==> config.mk <==
export PLATFORM = sky130hd
export DESIGN_NAME = cache_pmt_sched
export DESIGN_NICKNAME = d
export VERILOG_FILES = /design/src/rtl/cache_pmt_sched_pkg.sv /design/src/rtl/cache_pmt_sched_toggle_edge_sync.sv /design/src/rtl/cache_pmt_sched.sv
export SDC_FILE = /design/constraint.sdc
export NUM_CORES = 1
export LEC_CHECK = 0
export ABC_AREA = 1
export BUFFER_PORTS_ARGS = -buffer_cell sky130_fd_sc_hd__buf_4
export CORE_MARGIN = 1.5
export CORE_UTILIZATION = 40
export DETAILED_ROUTE_END_ITERATION = 7
export PLACE_DENSITY = 0.67
export RECOVER_POWER = 25
export SLEW_MARGIN = 5
export SYNTH_ARGS = -nofsm -noshare
export SYNTH_HDL_FRONTEND = slang
export SYNTH_SLANG_ARGS = --single-unit
==> constraint.sdc <==
create_clock -name clk -period 1.9 [get_ports clk]
set_input_delay 0.285 -clock clk [delete_from_list [all_inputs] [get_ports clk]]
set_output_delay 0.285 -clock clk [all_outputs]
set_load 0.03 [all_outputs]
==> src/rtl/cache_pmt_sched_pkg.sv <==
// Shared types and width helpers for the cache permit scheduler.
// The FSM encoding and sizing functions live here so every file agrees on them.
package cache_pmt_sched_pkg;

    typedef enum logic [1:0] {
        ST_INIT  = 2'd0,
        ST_IDLE  = 2'd1,
        ST_GRANT = 2'd2,
        ST_GAP   = 2'd3
    } sched_state_t;

    localparam int DEFAULT_N_REQ       = 4;
    localparam int DEFAULT_SYNC_STAGES = 2;
    localparam int DEFAULT_HOLD_MAX    = 16;
    localparam int DEFAULT_MIN_GAP     = 1;

    // Bits needed to hold values 0..value-1, never less than one bit.
    function automatic int clog2_min1(input int value);
        int width;
        width = 0;
        while ((1 << width) < value) begin
            width = width + 1;
        end
        return (width < 1) ? 1 : width;
    endfunction

    // Width of a grant index for n_req controllers.
    function automatic int id_width(input int n_req);
        return clog2_min1(n_req);
    endfunction

endpackage

==> src/rtl/cache_pmt_sched_toggle_edge_sync.sv <==
// Synchronises one 2-phase toggle input and emits a registered one-cycle pulse per toggle.
// While init_load is high the last-sampled register tracks the chain without producing pulses.
module toggle_edge_sync
    import cache_pmt_sched_pkg::*;
#(
    parameter int SYNC_STAGES = DEFAULT_SYNC_STAGES
) (
    input  logic clk,
    input  logic rst,
    input  logic tgl,
    input  logic init_load,
    output logic edge_pulse
);

    logic [SYNC_STAGES-1:0] sync_reg;
    logic                   last_reg;
    logic                   edge_reg;
    logic                   sync_out;

    assign sync_out   = sync_reg[SYNC_STAGES-1];
    assign edge_pulse = edge_reg;

    always_ff @(posedge clk or posedge rst) begin
        if (rst) begin
            sync_reg <= '0;
            last_reg <= 1'b0;
            edge_reg <= 1'b0;
        end else begin
            sync_reg <= {sync_reg[SYNC_STAGES-2:0], tgl};
            last_reg <= sync_out;
            // Levels present while the chain fills are absorbed, not reported.
            edge_reg <= init_load ? 1'b0 : (sync_out ^ last_reg);
        end
    end

endmodule

==> src/rtl/cache_pmt_sched.sv <==
// Round-robin permit scheduler: grants one cache pipeline controller at a time and
// holds the permit until that controller reports stage-1 completion or the hold limit expires.
module cache_pmt_sched
    import cache_pmt_sched_pkg::*;
#(
    parameter int N_REQ       = DEFAULT_N_REQ,
    parameter int SYNC_STAGES = DEFAULT_SYNC_STAGES,
    parameter int HOLD_MAX    = DEFAULT_HOLD_MAX,
    parameter int MIN_GAP     = DEFAULT_MIN_GAP
) (
    input  logic                          clk,
    input  logic                          rst,
    input  logic                          i_en,
    input  logic [N_REQ-1:0]              i_reqTgl,
    input  logic [N_REQ-1:0]              i_doneTgl,
    input  logic                          i_errClr,
    output logic [N_REQ-1:0]              o_pmt,
    output logic                          o_busy,
    output logic [id_width(N_REQ)-1:0]    o_grantId,
    output logic                          o_timeout,
    output logic                          o_err
);

    localparam int ID_W     = id_width(N_REQ);
    localparam int CNT_W    = clog2_min1(HOLD_MAX + 1);
    localparam int INIT_W   = clog2_min1(SYNC_STAGES + 1);
    localparam int GAP_W    = clog2_min1(MIN_GAP + 1);
    localparam int GAP_LAST = (MIN_GAP > 0) ? MIN_GAP - 1 : 0;

    sched_state_t      state_reg;
    logic [INIT_W-1:0] init_cnt_reg;
    logic [N_REQ-1:0]  pending_reg;
    logic [N_REQ-1:0]  pending_next;
    logic [ID_W-1:0]   rr_reg;
    logic [N_REQ-1:0]  pmt_reg;
    logic [ID_W-1:0]   grant_id_reg;
    logic [CNT_W-1:0]  hold_cnt_reg;
    logic [GAP_W-1:0]  gap_cnt_reg;
    logic              busy_reg;
    logic              timeout_reg;
    logic              err_reg;

    logic [N_REQ-1:0]  req_edge;
    logic [N_REQ-1:0]  done_edge;
    logic              init_load;
    logic              pick_valid;
    logic [ID_W-1:0]   pick_id;
    logic [N_REQ-1:0]  pick_onehot;
    logic              grant_ok;
    logic              grant_done;
    logic              grant_expire;
    logic              grant_release;
    logic              spurious_done;
    logic              err_set;
    logic [ID_W-1:0]   rr_after;

    assign init_load = (state_reg == ST_INIT);

    generate
        for (genvar gi = 0; gi < N_REQ; gi++) begin : g_sync
            toggle_edge_sync #(
                .SYNC_STAGES (SYNC_STAGES)
            ) u_req_sync (
                .clk        (clk),
                .rst        (rst),
                .tgl        (i_reqTgl[gi]),
                .init_load  (init_load),
                .edge_pulse (req_edge[gi])
            );

            toggle_edge_sync #(
                .SYNC_STAGES (SYNC_STAGES)
            ) u_done_sync (
                .clk        (clk),
                .rst        (rst),
                .tgl        (i_doneTgl[gi]),
                .init_load  (init_load),
                .edge_pulse (done_edge[gi])
            );
        end
    endgenerate

    // Scan offsets from far to near so the nearest pending index at or after rr wins.
    always_comb begin
        int cand;
        pick_valid = 1'b0;
        pick_id    = '0;
        cand       = 0;
        for (int off = N_REQ - 1; off >= 0; off--) begin
            cand = (int'(rr_reg) + off) % N_REQ;
            if (pending_reg[cand[ID_W-1:0]]) begin
                pick_valid = 1'b1;
                pick_id    = cand[ID_W-1:0];
            end
        end
    end

    assign pick_onehot   = {{(N_REQ-1){1'b0}}, 1'b1} << pick_id;
    assign grant_ok      = i_en && pick_valid;

    assign grant_done    = (state_reg == ST_GRANT) && done_edge[grant_id_reg];
    assign grant_expire  = (state_reg == ST_GRANT) && !grant_done
                           && (hold_cnt_reg == CNT_W'(HOLD_MAX - 1));
    assign grant_release = grant_done || grant_expire;

    // pmt_reg is non-zero only during GRANT, so this flags any done outside the active grant.
    assign spurious_done = |(done_edge & ~pmt_reg);
    assign err_set       = grant_expire || spurious_done;

    assign rr_after      = (grant_id_reg == ID_W'(N_REQ - 1)) ? '0 : grant_id_reg + 1'b1;

    // A fresh request edge beats the release clear on the same channel.
    assign pending_next  = (pending_reg & ~(grant_release ? pmt_reg : '0)) | req_edge;

    always_ff @(posedge clk or posedge rst) begin
        if (rst) begin
            state_reg    <= ST_INIT;
            init_cnt_reg <= '0;
            pending_reg  <= '0;
            rr_reg       <= '0;
            pmt_reg      <= '0;
            grant_id_reg <= '0;
            hold_cnt_reg <= '0;
            gap_cnt_reg  <= '0;
            busy_reg     <= 1'b0;
            timeout_reg  <= 1'b0;
            err_reg      <= 1'b0;
        end else begin
            timeout_reg <= 1'b0;
            pending_reg <= pending_next;
            if (err_set) begin
                err_reg <= 1'b1;
            end else if (i_errClr) begin
                err_reg <= 1'b0;
            end

            case (state_reg)
                ST_INIT: begin
                    if (init_cnt_reg == INIT_W'(SYNC_STAGES)) begin
                        state_reg <= ST_IDLE;
                    end else begin
                        init_cnt_reg <= init_cnt_reg + 1'b1;
                    end
                end

                ST_IDLE: begin
                    if (grant_ok) begin
                        pmt_reg      <= pick_onehot;
                        grant_id_reg <= pick_id;
                        hold_cnt_reg <= '0;
                        busy_reg     <= 1'b1;
                        state_reg    <= ST_GRANT;
                    end
                end

                ST_GRANT: begin
                    hold_cnt_reg <= hold_cnt_reg + 1'b1;
                    if (grant_release) begin
                        pmt_reg     <= '0;
                        rr_reg      <= rr_after;
                        timeout_reg <= grant_expire;
                        gap_cnt_reg <= '0;
                        if (MIN_GAP == 0) begin
                            busy_reg  <= 1'b0;
                            state_reg <= ST_IDLE;
                        end else begin
                            state_reg <= ST_GAP;
                        end
                    end
                end

                ST_GAP: begin
                    // The final gap cycle doubles as the idle decision, so o_pmt is low
                    // for exactly MIN_GAP cycles between back-to-back grants.
                    if (gap_cnt_reg == GAP_W'(GAP_LAST)) begin
                        if (grant_ok) begin
                            pmt_reg      <= pick_onehot;
                            grant_id_reg <= pick_id;
                            hold_cnt_reg <= '0;
                            state_reg    <= ST_GRANT;
                        end else begin
                            busy_reg  <= 1'b0;
                            state_reg <= ST_IDLE;
                        end
                    end else begin
                        gap_cnt_reg <= gap_cnt_reg + 1'b1;
                    end
                end

                default: begin
                    state_reg <= ST_INIT;
                end
            endcase
        end
    end

    assign o_pmt     = pmt_reg;
    assign o_busy    = busy_reg;
    assign o_grantId = grant_id_reg;
    assign o_timeout = timeout_reg;
    assign o_err     = err_reg;

endmodule

# Word level (Yosys, flattened, before mapping)
# Cells that the tools add are included.
dict set report op_classes {
  addsub 7
  n_lt_le_gt_ge 5
  n_eq_ne 11
  shifts 1
  muxes 55
  bitwise 14
  n_reduce_logical 21
}
# cell n
set ops {}
lappend ops {{two-way mux 1 bit} 26}
lappend ops {{two-way mux 2 bit} 12}
lappend ops {{two-way mux 4 bit} 4}
lappend ops {{less-than comparator 2 x 3 -> 1 bit (second input constant)} 5}
lappend ops {{case mux 5 bit (3 select lines)} 1}
lappend ops {{case mux 4 bit (3 select lines)} 1}
lappend ops {{binary-select mux 1 bit (select 2 bit)} 5}
lappend ops {{two-way mux 5 bit} 2}
lappend ops {{inequality test 2 bit (second input constant)} 5}
lappend ops {{AND reduction 2 bit} 5}
lappend ops {{AND 4 bit} 2}
lappend ops {{equality test 2 bit (second input constant)} 4}
lappend ops {{inverter 4 bit} 2}
lappend ops {{case mux 2 bit (4 select lines)} 1}
lappend ops {{AND reduction 4 bit} 2}
lappend ops {{bitwise XOR 1 bit} 8}
lappend ops {{adder 2 x 1 -> 2 bit (second input constant)} 3}
lappend ops {{nonzero test 2 bit} 3}
lappend ops {{adder 5 x 1 -> 5 bit (second input constant)} 1}
lappend ops {{equality test 5 x 4 -> 1 bit (second input constant)} 1}
lappend ops {{adder 2 bit (second input constant)} 2}
lappend ops {{logical AND 1 bit} 4}
lappend ops {{OR 4 bit} 1}
lappend ops {{case mux 1 bit (2 select lines)} 2}
lappend ops {{other kinds (11)} 12}
dict set report totals {
  register_bits 57
  input_bits 12
  out_inout_bits 9
  elab_cells 149
}

# Depth between registers and ports, before layout
dict set report logic_depth {
  depth_word 11
  ltp_mapped 12
  mapped_depth_nobuf 12
}

# Hierarchy
# A second synthesis with hierarchy kept.
dict set report unflattened {
  cells_unflattened 256
  hier_area_um2 2371.0
}
# module instances cells_each area_each_um2 seq_area_each_um2
set modules_own_cells {}
lappend modules_own_cells {cache_pmt_sched 1 176 1390.1 600.6}
lappend modules_own_cells {toggle_edge_sync 8 10 122.6 100.1}

# Least setup slack after synthesis
# No wires, ideal clock.
dict set report synth_path {
  kind {flip-flop to flip-flop}
  from {reg hold_cnt_reg[0]}
  to {reg pmt_reg[2], in the netlist o_pmt[2]}
  setup_ns 0.076
  arrival_time_ns 1.345
  required_ns 1.824
  slack_ns 0.478
  stages_incl_launch_ff 12
  path_buffers 0
  synth_period_minus_slack_ns 1.422
  path_cell_list {dfrtp_1 ha_1 nand2_1 nor2_1 ha_1 inv_1 nand2_1 nand2_4 nand2_4 inv_4 nand2_1 o21ai_1}
}
dict set report synth_via {
  elab_chain_cells 5
}
# element line_no
set synth_lines {}
lappend synth_lines {{from (decl)} cache_pmt_sched.sv:37} ;# logic [CNT_W-1:0] hold_cnt_reg;
lappend synth_lines {{from (signal assigned)} cache_pmt_sched.sv:157} ;# hold_cnt_reg <= hold_cnt_reg + 1'b1;
lappend synth_lines {{equality test 5 x 4 -> 1 bit} cache_pmt_sched.sv:103} ;# && (hold_cnt_reg == CNT_W'(HOLD_MAX - 1));
lappend synth_lines {{logical AND 1 bit} cache_pmt_sched.sv:103}
lappend synth_lines {{logical OR 1 bit} cache_pmt_sched.sv:104} ;# assign grant_release = grant_done || grant_expire;
lappend synth_lines {{inequality test 2 bit (no line)} --}
lappend synth_lines {{AND reduction 3 bit (no line)} --}
lappend synth_lines {{to (signal assigned)} cache_pmt_sched.sv:148} ;# pmt_reg <= pick_onehot;
lappend synth_lines {{to (signal assigned)} cache_pmt_sched.sv:177} ;# pmt_reg <= pick_onehot;
lappend synth_lines {{to (decl)} cache_pmt_sched.sv:35} ;# logic [N_REQ-1:0] pmt_reg;
# Every way passes these cells.
# A chain may end at the register's enable or synchronous reset.

# Worst setup path in the final report
dict set report layout_path {
  from {reg rr_reg[0]}
  to {reg pmt_reg[1], in the netlist o_pmt[1]}
}
dict set report layout_via {
  elab_chain_cells 11
  word_cells_on_any_way 24
  classes_between {add/sub (3); shift (1); mux (19); reduce/logical (1)}
}
# element line_no
set layout_lines {}
lappend layout_lines {{from (decl)} cache_pmt_sched.sv:34} ;# logic [ID_W-1:0] rr_reg;
lappend layout_lines {{from (signal assigned)} cache_pmt_sched.sv:160} ;# rr_reg <= rr_after;
lappend layout_lines {{adder 2 bit} cache_pmt_sched.sv:90} ;# cand = (int'(rr_reg) + off) % N_REQ;
lappend layout_lines {{binary-select mux 1 bit (select 2 bit)} cache_pmt_sched.sv:91} ;# if (pending_reg[cand[ID_W-1:0]]) begin
lappend layout_lines {{two-way mux 1 bit (not written as such)} cache_pmt_sched.sv:91}
lappend layout_lines {{two-way mux 2 bit or two-way mux 1 bit (tied branches) (4 in a row)} cache_pmt_sched.sv:91}
lappend layout_lines {{left shift 1 x 2 -> 4 bit or logical AND 1 bit (tied branches)} {cache_pmt_sched.sv:98, cache_pmt_sched.sv:99}}
lappend layout_lines {{two-way mux 4 bit *} {cache_pmt_sched.sv:147, cache_pmt_sched.sv:176}}
lappend layout_lines {{two-way mux 4 bit} cache_pmt_sched.sv:175} ;# if (gap_cnt_reg == GAP_W'(GAP_LAST)) begin
lappend layout_lines {{case mux 4 bit (3 select lines) *} cache_pmt_sched.sv:137} ;# case (state_reg)
# Mark *: on every way between the ends. The rest lies on a longest branch, timed or not. The select of a mux whose other input is x is not followed.

==> results.tsv <==
metric	value	unit
outcome	finished, final reports clean	
cp_data_required_time	2.16	ns
io-pin-count	21	
final-max-slew-violation-count	0	
worst_path_most_repeated_cell	nand2_1	
floorplan.initialDensity	41.8	%
regArea	0.00140	mm2
sequential_element_share_of_the_synthesized_area	60.2	%
track_usage	14.2	%
peakVddDrop	0.000548	V
drcViolationCount	0	
io_buffers	20	
nNetsFinal	278	
source_of_the_worst_register_to_register_timing_path	rr_reg[0]$_DFFE_PP0P_	
yosys_register_bits	56	
sum_of_negative_setup_slack	0	ns
critPathLaunch	rr_reg[0]$_DFFE_PP0P_	
finalWorstPathRequiredPeriod	1.64	ns
layout_commonest_cell	nand2_1	
slew_of_the_pin_with_the_lowest_slew_margin	0.845	ns
placed_cells_incl_taps	326	
pin_count_of_the_biggest_net_entering_global_routing	25	
power.density_cell_area	1470	mW/mm2
maxClockFrequency	609	MHz
worst_slew_margin_rel	43.6	%
clock_sink_count	56	
crit_path_cell_trace	inv_2 > nand2_1 > nand2_2 > nand2_1 > nand2_1 > inv_1 > nand2_1 > nand2_1 > nand3_2 > inv_1 > nand2_1 > nand2_1	
fp.dieH	79.3	um
power.total	0.00396	W
power.leakage	1.39	nW
layout-drive-gt1-share	21.3	%
cts_inserted_buffers	5	
worstReg2RegEnd	o_pmt[1]$_DFFE_PP0P_	
final-setup-viol-count	0	
synth_cell_types	27	
wirelength_met1	1770	um
dp.final_hpwl	2860	um
maxCapViolations	0	
clock_latency	0.32	ns
syn_nets	248	
met3_length	164	um
clockRootBuffer	clkbuf_8	
final_design_area_no_fill	0.00270	mm2
placer_congestion_estimate	0.864	
topRoutingLayerUsed	met4	
hold_path.class	in2reg	
finalNonFillerCells	335	
worstPathArrival	1.90	ns
placementRows	27	
antennaDiodeCount	0	
crit_path_end	o_pmt[1]$_DFFE_PP0P_	
crit_type	reg2reg	
design.core.area	0.00557	mm2
tritoncts	done	
viasPerCell	4.58	
routed-via-count	1534	
most-common-layout-cells	nand2_1 (58), dfrtp_1 (56), inv_1 (27), nor2_1 (19), buf_4 (12)	
clock_skew	0.00785	ns
die-area	0.00629	mm2
die_x	79.3	um
start_kind	register	
timing.critical_path.to_type	register	
worst_path_max_delay_cell	dfrtp_1	
mappedNetlistArea	0.00233	mm2
unrepaired_setup_endpoints_after_global_routing	no	
cts_max_level	2	
globalRoute.totalOverflow	0	
finalWirelength	3790	um
reg2regPathDepth	12	
synth_cells	232	
drt_pre_antenna_iters	4	
post_route_fraction_of_the_period_consumed_by_the_critical_path	86.4	%
clockBufferDepth	2	
filler_cell_count	519	
drt-initial-drc-count	72	
synth.yosys.warnings	0	
report.final.hold_viol_count	0	
met2_wirelength	1800	um
detail-route-antenna-nets	0	
postLayoutSetupSlackWorst	0.258	ns
postSynthAreaPerCell	10.0	um2
worst_reg_to_reg_setup_slack	0.26	ns
cts.clk_slew.worst_paths	0.11	ns
syn_to_final_growth	15.8	%
slowest_stage_delay_on_critical_path	0.58	ns
postCtsSetupBuffers	0	
crit_path_max_fanout	12	
routedWlPerCell	11.3	um
first_global_vias	1518	
grt_pass1_wl	6730	um
placement.cell_area	0.00259	mm2
multi_input_area	796	um2
dp_slack	0.306	ns
grt_antenna_before_repair	0	
[where the power goes]
part	total [W]	leakage [nW]	switching [W]	internal, W
registers	0.00171	0.664	0.000254	0.00146
logic	0.00155	0.673	0.00100	0.000552
clock network	0.000698	0.0511	0.000419	0.000279
[cell usage after synthesis]
master / n / area share, %
nand2_1: 58 / 9.3
dfrtp_1: 56 / 60
inv_1: 27 / 4.4
nor2_1: 19 / 3.1
nand3_1: 10 / 2.1
nand2_2: 9 / 2.4
o21ai_0: 8 / 1.7
xnor2_1: 8 / 3.0
nand2_4: 5 / 2.4
ha_1: 4 / 2.1
a21oi_1: 3 / 0.64
o21ai_1: 3 / 0.64
o21bai_1: 3 / 0.97
inv_2: 2 / 0.32
inv_4: 2 / 0.54
nand3_2: 2 / 0.86
nor2_2: 2 / 0.54
nor2_4: 2 / 0.97
a21o_1: 1 / 0.32
a221oi_1: 1 / 0.38
buf_6: 1 / 0.48
nand2_8: 1 / 0.86
o2111ai_1: 1 / 0.38
o21ai_2: 1 / 0.38
o22ai_1: 1 / 0.27
o31ai_1: 1 / 0.32
xor2_1: 1 / 0.38
[critical path: cells and delay by family, from the launching register on]
kind	cells	cell delay (ns)
flops	1	0.58
simple gates	9	0.67
buf+inv	3	0.32
[logic make-up after synthesis]
family                     share of synthesized area (%)
and+or+nand+nor                                     22.6
adders and majority gates                           2.15
buffers and inverters                               5.69
AOI/OAI and AO/OA                                   6.02
xor gates and xnor gates                            3.38
DFF                                                 60.2
[cell type report]
type / count / area share [%]
repair buffers: 24 / 7.10
flip-flops and latches: 56 / 51.9
well taps: 72 / 3.34
multi-input cells: 144 / 29.5
clock inverters: 3 / 1.07
clock buffers: 5 / 2.55
inverters: 31 / 4.50
[per-stage QoR]
stage	util [%]	hold WS, ns
final	48.4	0.0851
after CTS	48.5	0.0514
after global routing	48.4	0.0657
after global placement	46.5	0.325
after floorplan	-	0.316
after detailed placement	46.5	0.334
[repair_timing]
action                    in CTS  in global routing
gates resized for setup        0                  0
hold endpoints to repair      19                  0
hold buffers                   1                  0
[worst min path at each step]
stage,start,end,cells past startpoint
floorplan,i_doneTgl[0],g_sync[0].u_done_sync.sync_reg[0]$_DFF_PP0_,0
global placement,rst,g_sync[2].u_req_sync.sync_reg[0]$_DFF_PP0_,2
detailed placement,rst,g_sync[2].u_req_sync.sync_reg[0]$_DFF_PP0_,2
CTS,i_doneTgl[2],g_sync[2].u_done_sync.sync_reg[0]$_DFF_PP0_,1
global route,i_reqTgl[0],g_sync[0].u_req_sync.sync_reg[0]$_DFF_PP0_,1
finish,i_doneTgl[3],g_sync[3].u_done_sync.sync_reg[0]$_DFF_PP0_,1
[metal layers]
| metal | track usage (%) | vias up |
|---|---|---|
| li1 | - | 780 |
| met1 | 18.4 | 720 |
| met4 | 5.26 | 0 |
| met2 | 22.6 | 29 |
| met3 | 3.91 | 5 |
| met5 | 0 | - |
(Power assumes the default switching activity.)
